===== src/rtl/axi_wr_burst_gen.sv =====
// AXI3 write-burst generator: queued commands drive AW/W with a seed+beat data pattern and are retired by in-order B responses.
// Optional response checking is enabled by defining AXI_WR_BURST_GEN_CHECK_EN.
module axi_wr_burst_gen #(
  parameter int DATA_WIDTH = 128,
  parameter int ADDR_WIDTH = 32,
  parameter int ID_WIDTH   = 4,
  parameter int LEN_WIDTH  = 4,
  parameter int DEPTH      = 4
) (
  input  logic                    clk,
  input  logic                    rst,
  input  logic                    cmd_valid,
  output logic                    cmd_ready,
  input  logic [ADDR_WIDTH-1:0]   cmd_addr,
  input  logic [LEN_WIDTH-1:0]    cmd_len,
  input  logic [31:0]             cmd_seed,
  output logic [ID_WIDTH-1:0]     awid,
  output logic [ADDR_WIDTH-1:0]   awaddr,
  output logic [LEN_WIDTH-1:0]    awlen,
  output logic [2:0]              awsize,
  output logic [1:0]              awburst,
  output logic                    awvalid,
  input  logic                    awready,
  output logic [ID_WIDTH-1:0]     wid,
  output logic [DATA_WIDTH-1:0]   wdata,
  output logic [DATA_WIDTH/8-1:0] wstrb,
  output logic                    wlast,
  output logic                    wvalid,
  input  logic                    wready,
  input  logic [ID_WIDTH-1:0]     bid,
  input  logic [1:0]              bresp,
  input  logic                    bvalid,
  output logic                    bready,
  output logic                    busy,
  output logic [31:0]             done_cnt,
  output logic [15:0]             err_cnt
);

  localparam int IW    = $clog2(DEPTH);
  localparam int PW    = IW + 1;
  localparam int LANES = DATA_WIDTH / 32;

  typedef enum logic {AW_IDLE, AW_SEND} aw_state_t;
  typedef enum logic {W_IDLE, W_BEAT} w_state_t;

  logic [ADDR_WIDTH-1:0] r_buf_addr [DEPTH];
  logic [LEN_WIDTH-1:0]  r_buf_len  [DEPTH];
  logic [31:0]           r_buf_seed [DEPTH];
  logic [ID_WIDTH-1:0]   r_buf_id   [DEPTH];

  logic [PW-1:0]         r_wr_ptr, r_aw_ptr, r_w_ptr, r_b_ptr;
  logic [ID_WIDTH-1:0]   r_id_cnt;
  logic [31:0]           r_done_cnt;

  aw_state_t             r_aw_state, w_aw_state_nx;
  logic [ID_WIDTH-1:0]   r_awid;
  logic [ADDR_WIDTH-1:0] r_awaddr;
  logic [LEN_WIDTH-1:0]  r_awlen;

  w_state_t              r_w_state, w_w_state_nx;
  logic [ID_WIDTH-1:0]   r_wid;
  logic [31:0]           r_wword;
  logic [LEN_WIDTH-1:0]  r_wbeat, r_wlen;
  logic                  r_wlast;

  logic                  w_full, w_accept, w_aw_hs, w_aw_avail, w_aw_bypass, w_aw_load;
  logic                  w_w_hs, w_w_fin, w_w_avail, w_w_bypass, w_w_load;
  logic                  w_b_hs, w_b_inflight, w_retire;
  logic [PW-1:0]         w_wr_ptr_nx, w_aw_ptr_nx, w_w_ptr_nx, w_occ;
  logic [IW-1:0]         w_aw_idx, w_w_idx;

  assign w_occ       = r_wr_ptr - r_b_ptr;
  assign w_full      = (r_wr_ptr[PW-1] != r_b_ptr[PW-1]) && (r_wr_ptr[IW-1:0] == r_b_ptr[IW-1:0]);
  assign cmd_ready   = !rst && !w_full;
  assign w_accept    = cmd_valid && cmd_ready;
  assign w_wr_ptr_nx = r_wr_ptr + PW'(w_accept);
  assign busy        = (w_occ != '0);
  assign bready      = !rst;

  // An entry accepted this edge is forwarded straight into an idle channel register.
  assign w_aw_hs     = (r_aw_state == AW_SEND) && awready;
  assign w_aw_ptr_nx = r_aw_ptr + PW'(w_aw_hs);
  assign w_aw_idx    = w_aw_ptr_nx[IW-1:0];
  assign w_aw_avail  = (w_aw_ptr_nx != w_wr_ptr_nx);
  assign w_aw_bypass = w_accept && (w_aw_ptr_nx == r_wr_ptr);
  assign w_aw_load   = ((r_aw_state == AW_IDLE) || w_aw_hs) && w_aw_avail;

  assign w_w_hs      = (r_w_state == W_BEAT) && wready;
  assign w_w_fin     = w_w_hs && r_wlast;
  assign w_w_ptr_nx  = r_w_ptr + PW'(w_w_fin);
  assign w_w_idx     = w_w_ptr_nx[IW-1:0];
  assign w_w_avail   = (w_w_ptr_nx != w_wr_ptr_nx);
  assign w_w_bypass  = w_accept && (w_w_ptr_nx == r_wr_ptr);
  assign w_w_load    = ((r_w_state == W_IDLE) || w_w_fin) && w_w_avail;

  assign w_b_hs       = bvalid && bready;
  assign w_b_inflight = (r_aw_ptr != r_b_ptr);
  assign w_retire     = w_b_hs && w_b_inflight;

  always_comb begin
    w_aw_state_nx = r_aw_state;
    if ((r_aw_state == AW_IDLE) || w_aw_hs)
      w_aw_state_nx = w_aw_avail ? AW_SEND : AW_IDLE;
  end

  always_comb begin
    w_w_state_nx = r_w_state;
    if ((r_w_state == W_IDLE) || w_w_fin)
      w_w_state_nx = w_w_avail ? W_BEAT : W_IDLE;
  end

  always_ff @(posedge clk) begin
    if (w_accept) begin
      r_buf_addr[r_wr_ptr[IW-1:0]] <= cmd_addr;
      r_buf_len[r_wr_ptr[IW-1:0]]  <= cmd_len;
      r_buf_seed[r_wr_ptr[IW-1:0]] <= cmd_seed;
      r_buf_id[r_wr_ptr[IW-1:0]]   <= r_id_cnt;
    end
  end

  always_ff @(posedge clk or posedge rst) begin
    if (rst) begin
      r_wr_ptr   <= '0;
      r_aw_ptr   <= '0;
      r_w_ptr    <= '0;
      r_b_ptr    <= '0;
      r_id_cnt   <= '0;
      r_done_cnt <= '0;
      r_aw_state <= AW_IDLE;
      r_awid     <= '0;
      r_awaddr   <= '0;
      r_awlen    <= '0;
      r_w_state  <= W_IDLE;
      r_wid      <= '0;
      r_wword    <= '0;
      r_wbeat    <= '0;
      r_wlen     <= '0;
      r_wlast    <= 1'b0;
    end else begin
      r_wr_ptr   <= w_wr_ptr_nx;
      r_aw_ptr   <= w_aw_ptr_nx;
      r_w_ptr    <= w_w_ptr_nx;
      r_aw_state <= w_aw_state_nx;
      r_w_state  <= w_w_state_nx;
      if (w_accept) r_id_cnt <= r_id_cnt + 1'b1;
      if (w_retire) begin
        r_b_ptr    <= r_b_ptr + 1'b1;
        r_done_cnt <= r_done_cnt + 32'd1;
      end
      if (w_aw_load) begin
        r_awid   <= w_aw_bypass ? r_id_cnt : r_buf_id[w_aw_idx];
        r_awaddr <= w_aw_bypass ? cmd_addr : r_buf_addr[w_aw_idx];
        r_awlen  <= w_aw_bypass ? cmd_len  : r_buf_len[w_aw_idx];
      end
      if (w_w_load) begin
        r_wid   <= w_w_bypass ? r_id_cnt : r_buf_id[w_w_idx];
        r_wword <= w_w_bypass ? cmd_seed : r_buf_seed[w_w_idx];
        r_wlen  <= w_w_bypass ? cmd_len  : r_buf_len[w_w_idx];
        r_wbeat <= '0;
        r_wlast <= ((w_w_bypass ? cmd_len : r_buf_len[w_w_idx]) == '0);
      end else if (w_w_hs) begin
        if (r_wlast) begin
          r_wlast <= 1'b0;
        end else begin
          r_wword <= r_wword + 32'd1;
          r_wbeat <= LEN_WIDTH'(r_wbeat + 1'b1);
          r_wlast <= (LEN_WIDTH'(r_wbeat + 1'b1) == r_wlen);
        end
      end
    end
  end

  assign awid     = r_awid;
  assign awaddr   = r_awaddr;
  assign awlen    = r_awlen;
  assign awsize   = 3'($clog2(DATA_WIDTH/8));
  assign awburst  = 2'b01;
  assign awvalid  = (r_aw_state == AW_SEND);
  assign wid      = r_wid;
  assign wdata    = {LANES{r_wword}};
  assign wstrb    = '1;
  assign wlast    = r_wlast;
  assign wvalid   = (r_w_state == W_BEAT);
  assign done_cnt = r_done_cnt;

`ifdef AXI_WR_BURST_GEN_CHECK_EN
  function automatic logic [15:0] sat_inc(input logic [15:0] v);
    return (v == 16'hFFFF) ? v : v + 16'd1;
  endfunction

  logic [15:0] r_err_cnt;
  logic        w_b_err;

  assign w_b_err = w_b_hs && (!w_b_inflight || (bresp != 2'b00) || (bid != r_buf_id[r_b_ptr[IW-1:0]]));

  always_ff @(posedge clk or posedge rst) begin
    if (rst)          r_err_cnt <= '0;
    else if (w_b_err) r_err_cnt <= sat_inc(r_err_cnt);
  end

  assign err_cnt = r_err_cnt;
`else
  logic w_unused_b;
  assign w_unused_b = ^{bid, bresp};
  assign err_cnt    = '0;
`endif

endmodule


===== config.mk =====
export PLATFORM = sky130hd
export DESIGN_NAME = axi_wr_burst_gen
export DESIGN_NICKNAME = d
export VERILOG_FILES = /design/src/rtl/axi_wr_burst_gen.sv
export SDC_FILE = /design/constraint.sdc
export NUM_CORES = 1
export LEC_CHECK = 0
export BUFFER_PORTS_ARGS = -buffer_cell sky130_fd_sc_hd__buf_2
export CORE_AREA = 2 2 189 191
export DETAILED_ROUTE_END_ITERATION = 12
export DIE_AREA = 0 0 191 193
export GPL_TIMING_DRIVEN = 0
export PLACE_DENSITY_LB_ADDON = 0.08
export SLEW_MARGIN = 20
export SYNTH_ARGS = -nofsm -noshare
export SYNTH_HDL_FRONTEND = slang
export SYNTH_SLANG_ARGS = --single-unit
export TNS_END_PERCENT = 1

===== constraint.sdc =====
create_clock -name clk -period 9.8 [get_ports clk]
set_clock_uncertainty 0.05 [all_clocks]
set_input_delay 1.47 -clock clk [delete_from_list [all_inputs] [get_ports clk]]
set_output_delay 1.47 -clock clk [all_outputs]
set_load 0.01 [all_outputs]

# Word level (Yosys, flattened, before mapping)

Memory sizes are Yosys's and may differ from the RTL's.
Cells that the tools add are included.

Register bits: 135
Bits in latches: 0
Memory bits (writable): 288
ROM bits: 0
Input port bits: 80
Output and inout port bits: 247
Memories kept: 4

Memories:

| memory     | words | width | rd ports | clocked after memory_dff | write ports | RTL line | source |
|---|---|---|---|---|---|---|---|
| r_buf_addr | 4     | 32    | 1        | 0                        | 1           | 46       | `logic [ADDR_WIDTH-1:0] r_buf_addr [DEPTH];` |
| r_buf_seed | 4     | 32    | 1        | 0                        | 1           | 48       | `logic [31:0] r_buf_seed [DEPTH];` |
| r_buf_id   | 4     | 4     | 2        | 0                        | 1           | 49       | `logic [ID_WIDTH-1:0] r_buf_id [DEPTH];` |
| r_buf_len  | 4     | 4     | 2        | 0                        | 1           | 47       | `logic [LEN_WIDTH-1:0] r_buf_len [DEPTH];` |

Add/subtract/negate cells: 9
Multipliers: 0
Div/mod/pow operators: 0
Magnitude comparators: 0
Eq/ne operators: 9
Shift-type cells: 0
Muxes and demuxes: 19
Bitwise logic cells: 2
Reduce and logical (&&, ||, !) cells: 20

Operator list:

| kind                                                             | count |
|---|---|
| 32-bit 2-to-1 mux                                                | 5 |
| 32-bit by 1-bit adder with 32-bit output (second input constant) | 2 |
| 4-bit 2-to-1 mux                                                 | 7 |
| 1-bit logical AND                                                | 12 |
| 3-bit by 1-bit adder with 3-bit output                           | 3 |
| 3-bit != test                                                    | 3 |
| 4-bit by 1-bit adder with 4-bit output (second input constant)   | 2 |
| 1-bit 2-to-1 mux                                                 | 7 |
| 3-bit == test                                                    | 2 |
| 4-bit == test                                                    | 1 |
| 4-bit logical NOT                                                | 1 |
| 3-bit by 1-bit adder with 3-bit output (second input constant)   | 1 |
| 3-bit nonzero test                                               | 1 |
| 3-bit subtractor                                                 | 1 |
| 2-bit == test                                                    | 1 |
| 1-bit logical NOT                                                | 2 |
| 1-bit logical OR                                                 | 2 |
| 2-bit by 1-bit != test with 1-bit output (second input constant) | 1 |
| 1-bit inverter                                                   | 2 |
| 2-bit AND reduction                                              | 1 |
| 2-bit nonzero test                                               | 1 |
| 1-bit != test                                                    | 1 |

# Logic depth before layout (Yosys ltp)

Word-level depth: 10
Depth in mapped cells: 13
Depth with buffers taken out: 11

# Worst setup path after synthesis

OpenSTA, ideal clock, no wires.

Kind: in2reg
Start point: input cmd_valid
End point: memory r_buf_addr[1][0], enable pin
Library setup time: 591 ps
Arrival time: 6968 ps
Required time: 9159 ps
Setup slack: 2191 ps
Cell stages on the path: 4
Path buffers: 1
Path through: inv_1 a311o_2 buf_2 nor3_1

Cells in the longest elaborated chain, start to end: 3

Ends and longest elaborated chain:

| element                                | RTL line | source |
|---|---|---|
| start: declaration                     | 12       | `input logic cmd_valid,` |
| 1-bit logical AND                      | 75       | `assign w_accept = cmd_valid && cmd_ready;` |
| 1-bit 2-to-1 mux                       | 113      | `if (w_accept) begin` |
| 1-bit 2-to-1 mux (implied by the code) | 114      | `r_buf_addr[r_wr_ptr[IW-1:0]] <= cmd_addr;` |
| end: declaration                       | 46       |  |

Every way passes these cells.

# Worst setup path in the final report

Start point: input wready
End point: register r_wword[3]

Cells in the longest elaborated chain, start to end: 7
Elaborated cells between the ends (all ways): 14
Those cells by class: 1 x add/sub; 3 x eq/ne; 2 x mux; 7 x reduce/logical; 1 x memory

Ends and longest elaborated chain:

| element                                                                           | RTL line | source |
|---|---|---|
| start: declaration                                                                | 29       | `input logic wready,` |
| 1-bit logical AND *                                                               | 88       | `assign w_w_hs = (r_w_state == W_BEAT) && wready;` |
| 1-bit logical AND *                                                               | 89       | `assign w_w_fin = w_w_hs && r_wlast;` |
| 3-bit by 1-bit adder with 3-bit output *                                          | 90       | `assign w_w_ptr_nx = r_w_ptr + PW'(w_w_fin);` |
| named net w_w_ptr_nx[1]                                                           | 69       | `logic [PW-1:0] w_wr_ptr_nx, w_aw_ptr_nx, w_w_ptr_nx, w_occ;` |
| 3-bit != test / 3-bit == test (equally long branches)                             | 92, 93   |  |
| 1-bit logical AND, on equally long branches                                       | 94, 93   |  |
| 2-bit by 1-bit != test with 1-bit output (no source line) (tied with other cells) | --       |  |
| 2-bit AND reduction (no source line) / 32-bit 2-to-1 mux (equally long branches)  | --       |  |
| end signal: assignment                                                            | 157      | `r_wword <= w_w_bypass ? cmd_seed : r_buf_seed[w_w_idx];` |
| end signal: assignment                                                            | 165      | `r_wword <= r_wword + 32'd1;` |
| end: declaration                                                                  | 62       | `logic [31:0] r_wword;` |

The timed path passes the listed nets; every way through them passes the cells marked *.
A chain may end at the register's enable or synchronous reset.

==> reports/results.tsv <==
stage	metric	value	unit
outcome	status	finished, final reports clean	
cells_and_area	final cell utilization of the core	65.67	%
grt	vias in the first global route	11390	
drt	Final ANT Viol Nets	0	
worst_setup_path	buffer and inverter count on the worst path	4	
placement	RePlAce Congestion	0.8291	
run	Max Cap Viol	0	
grt	initial antenna violation count	6	
sta	Hold Vio Cnt, Final	0	
clocking	register clock-pin slew on the reported worst setup and hold paths	60	ps
floorplan	height of the chip	193	um
sta	fin. max-slew vios	0	
floorplan	core footprint	34960	sq um
cells_and_area	register area	12030	sq um
clocking	CTS tree	built	
sta	RSZ-0062 raised after global routing	no	
sta	worst slew pin tran	920.0	ps
sta	worst setup margin	5399	ps
cells_and_area	area grow syn2layout	21.09	%
pwr	Leak	9.236	nW
drt	DR top layer	met5	
synthesis	top post-synthesis cells by count	edfxtp_1 (288), dfrtp_1 (135), buf_4 (134)	
floorplan	die area	36860	sq um
clocking	number of buffers created by CTS	44	
floorplan	row count	69	
grt	largest net degree at the start of global routing	72	
clocking	htree depth	2	
floorplan	chip width	191	um
drt	met3 wire len	2521	um
drt	Met1 Routed Length	18660	um
pwr	P per Cell Area	319.1	nW/um^2
worst_setup_path	crit path launch type	primary input	
synthesis	top-count cell post-synth	edfxtp_1	
clocking	# clock sinks	423	
drt	Pre-antenna DRT Iters	7	
hold_path	Hold Crit Class	reg -> reg	
synthesis	synth warn	0	
clocking	post_cts resized	0	
worst_setup_path	CP max FO	10	
drt	Post-Route WL	43810	um
worst_setup_path	CP max stage cell	clkbuf_1	
cells_and_area	Fill cells	2638	
synthesis	Synth cell types	64	
drt	DR WL/cell	20.17	um
synthesis	sequential share of the synthesized area	63.42	%
clocking	CTS Hold Bufs	0	
placement	hpwl dp	31380	um
cells_and_area	share of cells above drive strength 1	40.32	%
worst_setup_path	kind of critical path	in -> reg	
drt	DR WL met2	21610	um
worst_setup_path	crit path DAT	4770	ps
worst_setup_path	CP endpoint kind	register	
synthesis	Mean Syn Cell Area	14.99	sq um
synthesis	Yosys top cell area share	45.61	%
synthesis	register bit total from synthesis	423	
synthesis	largest cells by area after synthesis	edfxtp_1 (46%), dfrtp_1 (18%), mux4_2 (9.5%)	
worst_setup_path	CP max stage delay	670	ps
synthesis	Gate Count Post-Synth	1265	
sta	Tmin final	4401	ps
floorplan	Starting Density	54.24	%
synthesis	fraction of registers with async set/reset	31.91	%
synthesis	Post-synth top flop	edfxtp_1	
synthesis	cell taking the most area after synthesis	edfxtp_1	
sta	final setup TNS	0	ps
sta	f_max	227.2	MHz
sta	crit share post-route	44.91	%
placement	IO buf count	283	
sta	Setup-failing EPs final	0	
clocking	clk_lat worst skew	550	ps
synthesis	Syn Std Cell Area	18960	sq um
drt	initial DRC count	692	
drt	DRC Markers	0	
grt	global-route wire length before repair	66150	um
cells_and_area	area of the multi-input gates	5756	sq um
worst_setup_path	Most common cell on crit path	clkbuf_1	
drt	DR vias	11800	
grt	global route total overflow	0	
synthesis	Post-synth EDFFs	288	
grt	Overall Global Routing Usage	23.73	%
worst_setup_path	critical path's top delay family	buffers and inverters	
clocking	Max Buffers Root-to-Sink	3	
worst_setup_path	worst-path cell chain	buf_2, and3_1, ha_1, ha_1, clkbuf_1, clkbuf_1, clkbuf_1, mux4_2, mux2i_1, a21oi_1	
drt	Vias/cell	5.432	
floorplan	io pins	327	
pwr	total chip power	7.328	mW
pwr	Peak VDD IR	0.0001950	V
cells_and_area	Final #Nets	1767	
sta	slew margin rel.	38.10	%
worst_setup_path	Critical Path RT	10170	ps
clocking	CTS root buf	clkbuf_16	
clocking	setup bufs post-CTS	0	
placement	setup slack at placement	4779	ps
==> through the flow <==
stage                     cells  cell area [sq um]  hold WS [ps]
after floorplan            1300              19090         422.0
final                      2172              22960         411.6
after detailed placement   2088              21510         403.5
after global placement     2044              21090         399.7
after global routing       2170              22960         440.8
after CTS                  2170              22960         414.1
==> area by class of cell <==
cell class | instances | area share, %
diodes | 2 | 0.02180
plain buffers | 185 | 5.493
clock buffers | 61 | 5.427
clock inverters | 21 | 0.8882
inverters | 19 | 0.3433
multi-input cells | 673 | 25.07
flip-flops and latches | 423 | 52.38
well taps | 461 | 2.512
repair buffers | 327 | 7.874
==> flip-flops by register name (all words and copies together) (netlist names) <==
signal,flops
r_buf_addr,128
r_buf_seed,128
awaddr,32
done_cnt,32
r_wword,32
r_buf_id,16
r_buf_len,16
awid,4
awlen,4
r_id_cnt,4
r_wbeat,4
r_wlen,4
wid,4
r_aw_ptr,3
r_b_ptr,3
r_w_ptr,3
r_wr_ptr,3
awvalid,1
wlast,1
wvalid,1
==> where the power goes <==
| part | leakage, nW | internal [mW] | switching (mW) | total (mW) |
|---|---|---|---|---|
| sequential | 4.20 | 2.31 | 0.343 | 2.65 |
| clock | 0.717 | 0.994 | 0.667 | 1.66 |
| combinational | 4.32 | 1.43 | 1.59 | 3.02 |
==> cells by family (layout without fill, tap and decap cells) <==
logic type	after synthesis	in the layout	synth area share, %
multiplexers	147	147	13.04
other	2	39	0.03960
AND/OR/NAND/NOR	277	277	6.981
AO/OA/AOI/OAI	125	125	5.041
adder cells (fa/ha/maj)	14	14	0.9633
buffers and inverters	204	613	7.027
flip-flops	423	423	63.42
XOR/XNOR	73	73	3.484
==> cell usage in the layout (no fill, tap or decap), types with 8 or more instances in the layout <==
cell / synthesis / final
buf_2: 21 / 304
edfxtp_1: 288 / 288
buf_4: 134 / 166
dfrtp_1: 135 / 135
mux4_2: 80 / 80
nor2_1: 77 / 77
nand2_1: 74 / 74
mux2i_1: 66 / 66
clkbuf_16: 0 / 45
xor2_1: 40 / 40
a21oi_2: 40 / 40
conb_1: 2 / 37
nand3_1: 35 / 35
clkbuf_1: 24 / 34
xnor2_1: 31 / 31
nor3_1: 28 / 24
inv_1: 18 / 17
nand4_1: 17 / 17
buf_6: 5 / 16
o21ai_0: 16 / 16
a31oi_1: 15 / 15
ha_1: 13 / 13
and3_1: 11 / 11
nor4_1: 9 / 9
a21oi_1: 9 / 9
clkinv_2: 0 / 8
==> per-layer routing <==
metal  global-route usage [%]  up-vias
met1                    32.30     5947
met2                    39.83      356
met5                        0        -
met4                    6.559        8
met3                    4.181       68
li1                         -     5420
==> path summary, 6_finish.rpt <==
path	from	end	slack (ps)	depth (start not counted)
setup / recovery	wready	r_wword[3]$_DFFE_PP0P_	5400	10
hold / removal	done_cnt[31]$_DFFE_PP0P_	done_cnt[31]$_DFFE_PP0P_	410	1
setup reg to reg	r_wr_ptr[0]$_DFF_PP0_	r_wword[20]$_DFFE_PP0P_	5700	12
hold reg to reg	done_cnt[31]$_DFFE_PP0P_	done_cnt[31]$_DFFE_PP0P_	410	1
max in group asynchronous	rst	awaddr[26]$_DFFE_PP0P_	7970	3
min in group asynchronous	rst	done_cnt[9]$_DFFE_PP0P_	950	2
Power figures use the tool's default switching activity.
